**config.mk**
```make
export PLATFORM = sky130hd
export DESIGN_NAME = alu_seq
export DESIGN_NICKNAME = d
export VERILOG_FILES = /design/src/rtl/alu_seq.sv
export SDC_FILE = /design/constraint.sdc
export NUM_CORES = 1
export LEC_CHECK = 0
export BUFFER_PORTS_ARGS = -buffer_cell sky130_fd_sc_hd__buf_4
export CAP_MARGIN = 0
export CORE_UTILIZATION = 40
export CTS_BUF_LIST = sky130_fd_sc_hd__clkbuf_8
export DETAILED_ROUTE_END_ITERATION = 8
export SLEW_MARGIN = 15
export SYNTH_ARGS = -nofsm -noshare
export SYNTH_HDL_FRONTEND = slang
export SYNTH_SLANG_ARGS = --single-unit
export TNS_END_PERCENT = 1
```
**constraint.sdc**
```tcl
create_clock -name clk -period 14.11 [get_ports clk]
set_clock_uncertainty 0.1 [all_clocks]
set_input_delay 0.7055 -clock clk [delete_from_list [all_inputs] [get_ports clk]]
set_output_delay 0.7055 -clock clk [all_outputs]
set_load 0.03 [all_outputs]
```
**src/rtl/alu_seq.sv**
```systemverilog
// alu_seq: registered ALU with single-cycle ops plus iterative multi-bit
// shifts, unsigned multiply and unsigned divide behind a valid/ready handshake.
//
//   state  | meaning
//   -------+-----------------------------------------------------------
//   IDLE   | in_ready=1, waiting for a request; operands captured on accept
//   RUN    | one shift / multiply / divide step per cycle, down-counter paced
//   DONE   | out_valid=1 for one cycle, results held in output registers
module alu_seq #(
    parameter int WIDTH = 16,
    parameter int CW    = $clog2(WIDTH)
) (
    input  logic             clk,
    input  logic             rst,
    input  logic             in_valid,
    output logic             in_ready,
    input  logic [WIDTH-1:0] A,
    input  logic [WIDTH-1:0] B,
    input  logic [4:0]       F,
    input  logic             Cin,
    output logic             out_valid,
    output logic [WIDTH-1:0] Result,
    output logic [WIDTH-1:0] ResultHi,
    output logic [5:0]       Status
);

    localparam logic [1:0] S_IDLE = 2'd0;
    localparam logic [1:0] S_RUN  = 2'd1;
    localparam logic [1:0] S_DONE = 2'd2;

    localparam logic [4:0] OP_INC  = 5'b00001;
    localparam logic [4:0] OP_DEC  = 5'b00011;
    localparam logic [4:0] OP_ADD  = 5'b00100;
    localparam logic [4:0] OP_ADC  = 5'b00101;
    localparam logic [4:0] OP_SUB  = 5'b00110;
    localparam logic [4:0] OP_SBB  = 5'b00111;
    localparam logic [4:0] OP_AND  = 5'b01000;
    localparam logic [4:0] OP_OR   = 5'b01001;
    localparam logic [4:0] OP_XOR  = 5'b01010;
    localparam logic [4:0] OP_NOT  = 5'b01011;
    localparam logic [4:0] OP_SHL  = 5'b10000;
    localparam logic [4:0] OP_SHR  = 5'b10001;
    localparam logic [4:0] OP_SAL  = 5'b10010;
    localparam logic [4:0] OP_SAR  = 5'b10011;
    localparam logic [4:0] OP_ROL  = 5'b10100;
    localparam logic [4:0] OP_ROR  = 5'b10101;
    localparam logic [4:0] OP_RCL  = 5'b10110;
    localparam logic [4:0] OP_RCR  = 5'b10111;
    localparam logic [4:0] OP_SHLN = 5'b11000;
    localparam logic [4:0] OP_SHRN = 5'b11001;
    localparam logic [4:0] OP_SARN = 5'b11010;
    localparam logic [4:0] OP_ROLN = 5'b11011;
    localparam logic [4:0] OP_RORN = 5'b11100;
    localparam logic [4:0] OP_MUL  = 5'b11101;
    localparam logic [4:0] OP_DIV  = 5'b11110;

    localparam logic [WIDTH-1:0] ONE      = {{(WIDTH-1){1'b0}}, 1'b1};
    localparam logic [CW:0]      CNT_FULL = (CW+1)'(WIDTH);
    localparam logic [CW:0]      CNT_ONE  = {{CW{1'b0}}, 1'b1};

    logic [1:0]       state;
    logic [4:0]       op_q;
    logic [WIDTH-1:0] wk_lo;
    logic [WIDTH-1:0] wk_hi;
    logic [WIDTH-1:0] op_b;
    logic [CW:0]      cnt;

    logic [WIDTH-1:0] ar_y;
    logic             ar_ci;
    logic             ar_sub;
    logic [WIDTH:0]   ar_full;
    logic             ar_v;
    logic [WIDTH-1:0] s_res;
    logic             s_c;
    logic             s_v;
    logic             s_ac;

    logic [WIDTH:0]   mul_sum;
    logic [WIDTH:0]   div_sh;
    logic [WIDTH-1:0] div_diff;
    logic [WIDTH-1:0] st_lo;
    logic [WIDTH-1:0] st_hi;
    logic             st_c;
    logic [WIDTH-1:0] fin_hi;
    logic             fin_c;
    logic             fin_v;

    logic [CW-1:0]    shn;
    logic             is_shn;

    function automatic logic [5:0] pack_status(input logic [WIDTH-1:0] r,
                                               input logic c, input logic v,
                                               input logic ac);
        return {c, (r == '0), r[WIDTH-1], v, ~^r, ac};
    endfunction

    assign in_ready  = (state == S_IDLE) && !rst;
    assign out_valid = (state == S_DONE);
    assign shn       = B[CW-1:0];
    assign is_shn    = (F >= OP_SHLN) && (F <= OP_RORN);

    // Single-step datapath evaluated on the live inputs, latched on acceptance.
    always_comb begin
        ar_y   = B;
        ar_ci  = 1'b0;
        ar_sub = 1'b0;
        case (F)
            OP_INC:  ar_y = ONE;
            OP_DEC:  begin ar_y = ONE; ar_sub = 1'b1; end
            OP_ADC:  ar_ci = Cin;
            OP_SUB:  ar_sub = 1'b1;
            OP_SBB:  begin ar_sub = 1'b1; ar_ci = Cin; end
            default: ;
        endcase
        if (ar_sub) begin
            ar_full = {1'b0, A} - {1'b0, ar_y} - {{WIDTH{1'b0}}, ar_ci};
            ar_v    = (A[WIDTH-1] != ar_y[WIDTH-1]) && (ar_full[WIDTH-1] != A[WIDTH-1]);
        end else begin
            ar_full = {1'b0, A} + {1'b0, ar_y} + {{WIDTH{1'b0}}, ar_ci};
            ar_v    = (A[WIDTH-1] == ar_y[WIDTH-1]) && (ar_full[WIDTH-1] != A[WIDTH-1]);
        end

        s_res = '0;
        s_c   = 1'b0;
        s_v   = 1'b0;
        s_ac  = 1'b0;
        case (F)
            OP_INC, OP_DEC, OP_ADD, OP_ADC, OP_SUB, OP_SBB: begin
                s_res = ar_full[WIDTH-1:0];
                s_c   = ar_full[WIDTH];
                s_v   = ar_v;
                // Carry/borrow into bit 4 recovered from the bit-4 sum.
                s_ac  = A[4] ^ ar_y[4] ^ ar_full[4];
            end
            OP_AND:         s_res = A & B;
            OP_OR:          s_res = A | B;
            OP_XOR:         s_res = A ^ B;
            OP_NOT:         s_res = ~A;
            OP_SHL, OP_SAL: begin s_res = {A[WIDTH-2:0], 1'b0};       s_c = A[WIDTH-1]; end
            OP_SHR:         begin s_res = {1'b0, A[WIDTH-1:1]};       s_c = A[0];       end
            OP_SAR:         begin s_res = {A[WIDTH-1], A[WIDTH-1:1]}; s_c = A[0];       end
            OP_ROL:         begin s_res = {A[WIDTH-2:0], A[WIDTH-1]}; s_c = A[WIDTH-1]; end
            OP_ROR:         begin s_res = {A[0], A[WIDTH-1:1]};       s_c = A[0];       end
            OP_RCL:         begin s_res = {A[WIDTH-2:0], Cin};        s_c = A[WIDTH-1]; end
            OP_RCR:         begin s_res = {Cin, A[WIDTH-1:1]};        s_c = A[0];       end
            default: ;
        endcase
    end

    // One iteration of the captured multi-cycle op, plus its final flags.
    always_comb begin
        st_lo    = wk_lo;
        st_hi    = wk_hi;
        st_c     = 1'b0;
        mul_sum  = {1'b0, wk_hi} + (wk_lo[0] ? {1'b0, op_b} : {(WIDTH+1){1'b0}});
        div_sh   = {wk_hi, wk_lo[WIDTH-1]};
        // Only used when div_sh >= op_b, where the difference fits in WIDTH bits.
        div_diff = div_sh[WIDTH-1:0] - op_b;
        case (op_q)
            OP_SHLN: begin st_lo = {wk_lo[WIDTH-2:0], 1'b0};           st_c = wk_lo[WIDTH-1]; end
            OP_SHRN: begin st_lo = {1'b0, wk_lo[WIDTH-1:1]};           st_c = wk_lo[0];       end
            OP_SARN: begin st_lo = {wk_lo[WIDTH-1], wk_lo[WIDTH-1:1]}; st_c = wk_lo[0];       end
            OP_ROLN: begin st_lo = {wk_lo[WIDTH-2:0], wk_lo[WIDTH-1]}; st_c = wk_lo[WIDTH-1]; end
            OP_RORN: begin st_lo = {wk_lo[0], wk_lo[WIDTH-1:1]};       st_c = wk_lo[0];       end
            OP_MUL: begin
                st_hi = mul_sum[WIDTH:1];
                st_lo = {mul_sum[0], wk_lo[WIDTH-1:1]};
            end
            OP_DIV: begin
                if (div_sh >= {1'b0, op_b}) begin
                    st_hi = div_diff;
                    st_lo = {wk_lo[WIDTH-2:0], 1'b1};
                end else begin
                    st_hi = div_sh[WIDTH-1:0];
                    st_lo = {wk_lo[WIDTH-2:0], 1'b0};
                end
            end
            default: ;
        endcase

        fin_hi = ((op_q == OP_MUL) || (op_q == OP_DIV)) ? st_hi : '0;
        fin_v  = (op_q == OP_MUL) && (st_hi != '0);
        fin_c  = (op_q == OP_MUL) ? fin_v : ((op_q == OP_DIV) ? 1'b0 : st_c);
    end

    // Handshake state machine, iteration registers and held output registers.
    always_ff @(posedge clk) begin
        if (rst) begin
            state    <= S_IDLE;
            op_q     <= '0;
            wk_lo    <= '0;
            wk_hi    <= '0;
            op_b     <= '0;
            cnt      <= '0;
            Result   <= '0;
            ResultHi <= '0;
            Status   <= '0;
        end else begin
            case (state)
                S_IDLE: begin
                    if (in_valid) begin
                        op_q <= F;
                        if (is_shn) begin
                            if (shn == '0) begin
                                Result   <= A;
                                ResultHi <= '0;
                                Status   <= pack_status(A, 1'b0, 1'b0, 1'b0);
                                state    <= S_DONE;
                            end else begin
                                wk_lo <= A;
                                cnt   <= {1'b0, shn};
                                state <= S_RUN;
                            end
                        end else if (F == OP_MUL) begin
                            wk_lo <= B;
                            wk_hi <= '0;
                            op_b  <= A;
                            cnt   <= CNT_FULL;
                            state <= S_RUN;
                        end else if (F == OP_DIV) begin
                            if (B == '0) begin
                                Result   <= '1;
                                ResultHi <= A;
                                Status   <= pack_status('1, 1'b0, 1'b1, 1'b0);
                                state    <= S_DONE;
                            end else begin
                                wk_lo <= A;
                                wk_hi <= '0;
                                op_b  <= B;
                                cnt   <= CNT_FULL;
                                state <= S_RUN;
                            end
                        end else begin
                            Result   <= s_res;
                            ResultHi <= '0;
                            Status   <= pack_status(s_res, s_c, s_v, s_ac);
                            state    <= S_DONE;
                        end
                    end
                end
                S_RUN: begin
                    wk_lo <= st_lo;
                    wk_hi <= st_hi;
                    cnt   <= cnt - CNT_ONE;
                    if (cnt == CNT_ONE) begin
                        Result   <= st_lo;
                        ResultHi <= fin_hi;
                        Status   <= pack_status(st_lo, fin_c, fin_v, 1'b0);
                        state    <= S_DONE;
                    end
                end
                S_DONE:  state <= S_IDLE;
                default: state <= S_IDLE;
            endcase
        end
    end

endmodule

```
==> metrics, run 1 <==
status finished, final reports clean; crit path kind input port to flip-flop; die boundary height 168.6 microns; clock buffer count from CTS 9; CTS clock-pin slew for the worst setup and hold paths 0.12 ns; crit start category input port; fraction of registers with async set/reset 0%; # Max-Cap Violations 0; Inserted Diodes 0; Max Fclk 172.1 MHz; Post-synth EDFFs 0; Sinks on Clock Net 97; min-delay worst type flip-flop to flip-flop; Avg Vias per Cell 6.046; main flop type after synthesis dfxtp_1; worst hold slack 0.4017 ns; Leak 5.015 nW; Post-CTS Setup Bufs 0; worst vdd ir 44.49 uV; endpoints failing setup 0; post-synthesis cell area 11,100 sq um; M1 wire length 16,760 microns; total track usage 28.27%; Mapped Nets 1,659; drt total wl 40,320 microns; area growth from synthesis to layout 9.346%; met2 routed WL 19,340 microns; Synth cell types 75; root buffer cell clkbuf_8; Yosys reg bits 97; Arrival @ worst endpoint 6.03 ns; crit path capture type flip-flop; area occupied by multi-input gates 8444 sq um; CP Max Fanout 59; Post-Synthesis Cells 1,477; drt wl/cell 21.64 microns; DR iter-0 viols 1,150; slew margin rel. 23.22%; Pre-antenna DRT Iters 7; RD Place Congestion 0.9745; Max stage delay on crit path 0.55 ns; H-Tree Depth 3; fill count 2,770; post-DP HPWL 29,920 microns; Die ar. 28,420 sq um; Register Area 1942 sq um; port bufs 80; clock latency on the worst-skew pair 0.41 ns; post-cts sizing count 0; CTS max path bufs 2; DR vias 11,264; final worst-path cycle share 41.19%; setup_tns 0 ns; initial antenna violation count 0; Core Area 27,100 sq um; critical-path cell list buf_4, nor4b_2, buf_4, nor2_1, ha_1, inv_1, ha_1, a21oi_1, o21ai_0, a221o_1, a41oi_1, nand2b_1, a21oi_1, xor2_1, a21oi_1, o21ai_0, nor2b_1, ha_1, xor2_1, xnor2_1, xnor2_1, o221ai_1, a311oi_1; Top Layer Used met4; Initial Util 40.95%; Avg Synthesized Cell Area 7.514 sq um; power per cell area 76.19 nW/um^2; met3 WL post-DR 2761 microns; RSZ-0062 raised after global routing false; Hold Buf Count CTS 0; total congestion overflow 0; pin count of the biggest net entering global routing 74; vias in the first global route 10,746; DRC Markers 0; Routed Antenna Nets 0; fraction of layout cells with a size suffix above 1 9.725%; Horiz. Die Dim 168.6 microns; CTS tree yes; crit path max-delay cell type buf_4; fin crit period 5.812 ns; nets 1,668; Ys Warns 0; register area share after synthesis 17.50%; max-slew violation count 0; first-pass GRT wire length 62,130 microns; row count 60; r2r setup slk 9.47 ns; Worst Tran Pin Value 1.147 ns; IO Pins 81; Final Hold Fails 0; required time of the critical path 14.33 ns
[logic make-up after synthesis]
family | count (synthesis) | synth area share (%)
simple gates | 454 | 19.52
compound gates | 428 | 25.86
buf+inv | 197 | 6.742
fa+ha+maj | 141 | 16.30
flops | 97 | 17.50
mux | 88 | 8.399
xor+xnor | 72 | 5.682
[layer usage]
layer | vias to the layer above | track usage, %
met5 | - | 0
met4 | 0 | 12.09
met3 | 81 | 4.325
met2 | 440 | 48.31
met1 | 5351 | 35.23
li1 | 5392 | -
[stage by stage]
stage | total power, mW | std cells | worst slack, ns | instance area [sq um] | util (%)
after floorplan | 0.5925 | 1477 | 8.075 | 11100 | -
after global placement | 0.7105 | 1847 | 8.044 | 11920 | 44.00
after detailed placement | 0.7122 | 1847 | 7.977 | 11920 | 44.00
after CTS | 0.9252 | 1863 | 8.394 | 12130 | 44.77
after global routing | 0.9789 | 1863 | 7.936 | 12140 | 44.78
final | 0.9245 | 1863 | 8.298 | 12140 | 44.78
[area by class of cell]
type / instances / share of cell area, %
tap: 372 / 3.835
multi-input combinational: 1183 / 69.58
inverter: 104 / 3.217
timing repair buffer: 91 / 5.629
clock inverter: 6 / 0.5980
sequential: 97 / 16.00
clock buffer: 10 / 1.134
[cell usage in the layout, fill, tap and decap left out, types with 9 or more instances in the layout]
cell      count
a22oi_1      26
ha_1        135
nor2_1      204
a211oi_1     34
xnor2_1      53
nand2_1      52
nor4_1        9
nand3_1      23
or2_2        10
a21o_1       14
clkbuf_8     10
xor2_1       19
a21oi_1     136
o22ai_1      23
a22o_1       15
inv_1       104
nor3_1       51
nand4_1      14
nor2b_1      14
mux2i_1      83
and2_1       18
o211ai_1     23
buf_4        91
a221oi_1     25
o21ai_0      51
dfxtp_1      97
nand2b_1     17
[report_power, final]
group | leakage, nW | internal, mW | switching [mW] | total [mW]
sequential | 0.791 | 0.290 | 0.0148 | 0.305
clock | 0.104 | 0.0893 | 0.122 | 0.211
combinational | 4.12 | 0.160 | 0.248 | 0.408
[state kept, by name (all words and copies together), names as in the netlist]
signal / cells
wk_hi: 16
Result: 15
op_q: 5
Status: 6
op_b: 16
state: 2
wk_lo: 16
ResultHi: 16
cnt: 5
[path summary, 6_finish.rpt]
path                                  start          end  depth (start not counted)
worst max-delay path                   F[0]    Status[1]                         23
worst min-delay path            ResultHi[6]  ResultHi[6]                          2
worst max register to register    wk_lo[15]    Status[2]                         14
worst min register to register  ResultHi[6]  ResultHi[6]                          2
[worst max-delay path, delay by kind of cell]
| kind | cells | cell delay, ns |
|---|---|---|
| fa+ha+maj | 3 | 1.07 |
| xor+xnor | 4 | 0.58 |
| buf+inv | 3 | 0.91 |
| simple gates | 4 | 0.73 |
| compound gates | 9 | 1.97 |
[Yosys cell counts, types with 5 or more instances]
library cell	count	share of area, %
fa_1	6	1.1
ha_1	135	15
nand2b_1	18	1.0
nor3_1	51	2.3
xnor2_1	53	4.2
clkbuf_1	77	2.6
o21a_1	5	0.34
a31oi_1	8	0.45
a311oi_1	6	0.47
nor2b_1	15	0.85
nand4_1	14	0.79
nor4_1	10	0.56
a41oi_1	5	0.39
mux2i_1	83	7.5
nor3b_1	7	0.47
dfxtp_1	97	17
a211oi_1	34	2.3
o22ai_1	23	1.3
and3_1	8	0.45
inv_1	104	3.5
nor2_1	205	6.9
a21oi_1	136	6.1
a22o_1	15	1.2
a21o_1	14	0.95
nand3_1	23	1.0
nand2_1	52	1.8
o211ai_1	23	1.6
o21ai_0	51	2.3
o221ai_1	7	0.55
a22oi_1	26	1.8
and2_1	19	1.1
or2_2	10	0.56
a221oi_1	25	2.0
o31ai_1	8	0.54
xor2_1	19	1.5
buf_1	11	0.37
Power figures use the tool's default switching activity.
==> run 2, diff against run 1 <==
- clock period: 14.11 -> 4.7 ns (I/O delays scaled with it)
==> metrics, run 2 (synthesis results as in run 1) <==
Post-Place Cells 1,918 (+3.8%); area growth from synthesis to layout 14.67%; Register Area 1942 sq um (unchanged); DRC Markers 0 (unchanged); drt total wl 39,260 microns (-2.6%); final worst-path cycle share 96.16%; required time of the critical path 4.92 ns (-9.41 ns); Arrival @ worst endpoint 4.74 ns (-1.29 ns); crit start category input port; crit path capture type flip-flop; Avg Vias per Cell 5.895 (-2.5%); Horiz. Die Dim 168.6 microns (unchanged); sequential power share 32.6% (-0.4 points); max-slew violation count 0 (unchanged); RD Place Congestion 0.9575 (-1.7%); post-DP HPWL 30,250 microns (+1.1%); CP Max Fanout 3 (-95%); Initial Util 40.95% (unchanged); port bufs 80 (unchanged); nets 1,740 (+4.3%); die boundary height 168.6 microns (unchanged); clock buffer count from CTS 9 (unchanged); Sw Share 40.66% (-0.93 points); Max Fclk 221.3 MHz; # Max-Cap Violations 0 (unchanged); IO Pins 81 (unchanged); fill count 2,754 (-0.58%); power per cell area 221.7 nW/um^2 (+190%); endpoints failing setup 0 (unchanged); Worst Tran Pin Value 1.080 ns (-0.06698 ns); logic gate share of total power 46.0% (+1.8 points); Final Non-Filler Cells 1,937 (+4.0%); Die ar. 28,420 sq um (unchanged); slew margin rel. 27.70% (+4.5 points); DR vias 11,419 (+1.4%); internal power 1.674 mW (+210%); pin count of the biggest net entering global routing 59 (-20%); first-pass GRT wire length 60,750 microns (-2.2%); Routed Antenna Nets 0 (unchanged); CTS clock-pin slew for the worst setup and hold paths 0.11 ns (about the same); switching power total 1.147 mW (+200%); commonest non-fill, non-tap cell in the layout nor2_1; initial antenna violation count 2 (+2); r2r setup slk 0.44 ns (-9.03 ns); fraction of layout cells with a size suffix above 1 14.27% (+4.5 points); area occupied by multi-input gates 8491 sq um (+0.55%); min-delay worst type input port to flip-flop; Pre-antenna DRT Iters 6 (-1); Core Area 27,100 sq um (unchanged); status finished, final reports clean; fin crit period 4.520 ns; commonest non-fill, non-tap cells in the layout nor2_1 (204), buf_4 (162), a21oi_1 (136); clock latency on the worst-skew pair 0.40 ns (about the same); total congestion overflow 0 (unchanged); CTS max path bufs 2 (unchanged); H-Tree Depth 3 (unchanged); CTS tree yes; DR iter-0 viols 921 (-20%); total track usage 27.45% (-0.82 points); Final Hold Fails 0 (unchanged); row count 60 (unchanged); Sinks on Clock Net 97 (unchanged); worst vdd ir 112.4 uV (+150%); drt wl/cell 20.27 microns (-6.3%); crit path kind input port to flip-flop; root buffer cell clkbuf_8; vias in the first global route 10,877 (+1.2%); Leak 5.377 nW (+7.2%); worst hold slack 0.08782 ns (-0.3139 ns); clock network fraction of design power 21.4% (-1.4 points)
run 2: changes by cell type in the layout (fill, tap and decap cells not counted), sizes merged:
cell,before,now
buf,91,163
clkbuf,10,9
clkinv,1,3
clkinvlp,1,0
diode,0,2
run 2: path summary, 6_finish.rpt:
path | to | startpoint | cells past startpoint
worst min register to register | Result[0] | Result[0] | 2
worst max register to register | Status[1] | op_b[7] | 15
worst min-delay path | op_q[1] | F[1] | 3
worst max-delay path | Status[1] | F[3] | 22
run 2: worst max-delay path: stages:
cell and delay, ns:
buf_4 0.15, nor4b_4 0.30, or2_2 0.17, inv_1 0.05
fa_1 0.41, fa_1 0.43, o21bai_1 0.15, a21oi_1 0.12
or4_4 0.45, a31oi_2 0.19, buf_4 0.15, a211o_1 0.12
a21oi_1 0.09, xnor2_1 0.16, o31ai_2 0.29, nor2_1 0.08
ha_1 0.31, xor2_1 0.15, xnor2_1 0.17, xnor2_1 0.14
o221ai_1 0.14, a311oi_1 0.29
run 2: power groups by stage:
stage	combinational, mW	clock, mW	sequential, mW
global route	1.41	0.646	0.924
CTS	1.28	0.617	0.918
finish	1.30	0.603	0.919
detailed placement	1.27	0	0.936
floorplan	0.806	0	0.979
global placement	1.27	0	0.935
run 2: per-layer routing:
layer | GRT usage, % | vias to the layer above | routed length, microns
li1 | - | 5525 | -
met1 | 33.79 | 5347 | 16250
met2 | 45.77 | 450 | 18250
met3 | 4.840 | 97 | 2782
met4 | 14.31 | 0 | 1980
met5 | 0 | - | 0
run 2: final cells by class:
cell class,count,share of cell area (%)
multi-input cells,1183,66.72
flip-flops and latches,97,15.26
repair buffers,163,9.645
well taps,372,3.657
inverters,104,3.068
clock buffers,9,0.9734
clock inverters,7,0.6391
diodes,2,0.03933
run 2: repair_timing:
item / 4_1_cts / 5_1_grt
gates resized for setup: 0 / 7
hold buffers: 0 / 0
buffers inserted: 0 / 1
setup endpoints to repair: 0 / 1
run 2: per-stage QoR:
stage	total power, mW	TNS [ns]	util (%)	area (sq um)	worst slack (ns)
after floorplan	1.785	0	-	11160	0.01917
final	2.822	0	46.96	12730	0.1804
after detailed placement	2.211	-0.1800	46.04	12480	-0.1800
after CTS	2.816	0	46.80	12680	0.2258
after global placement	2.201	-0.06129	46.04	12480	-0.06129
after global routing	2.981	-0.03126	46.96	12730	-0.03126
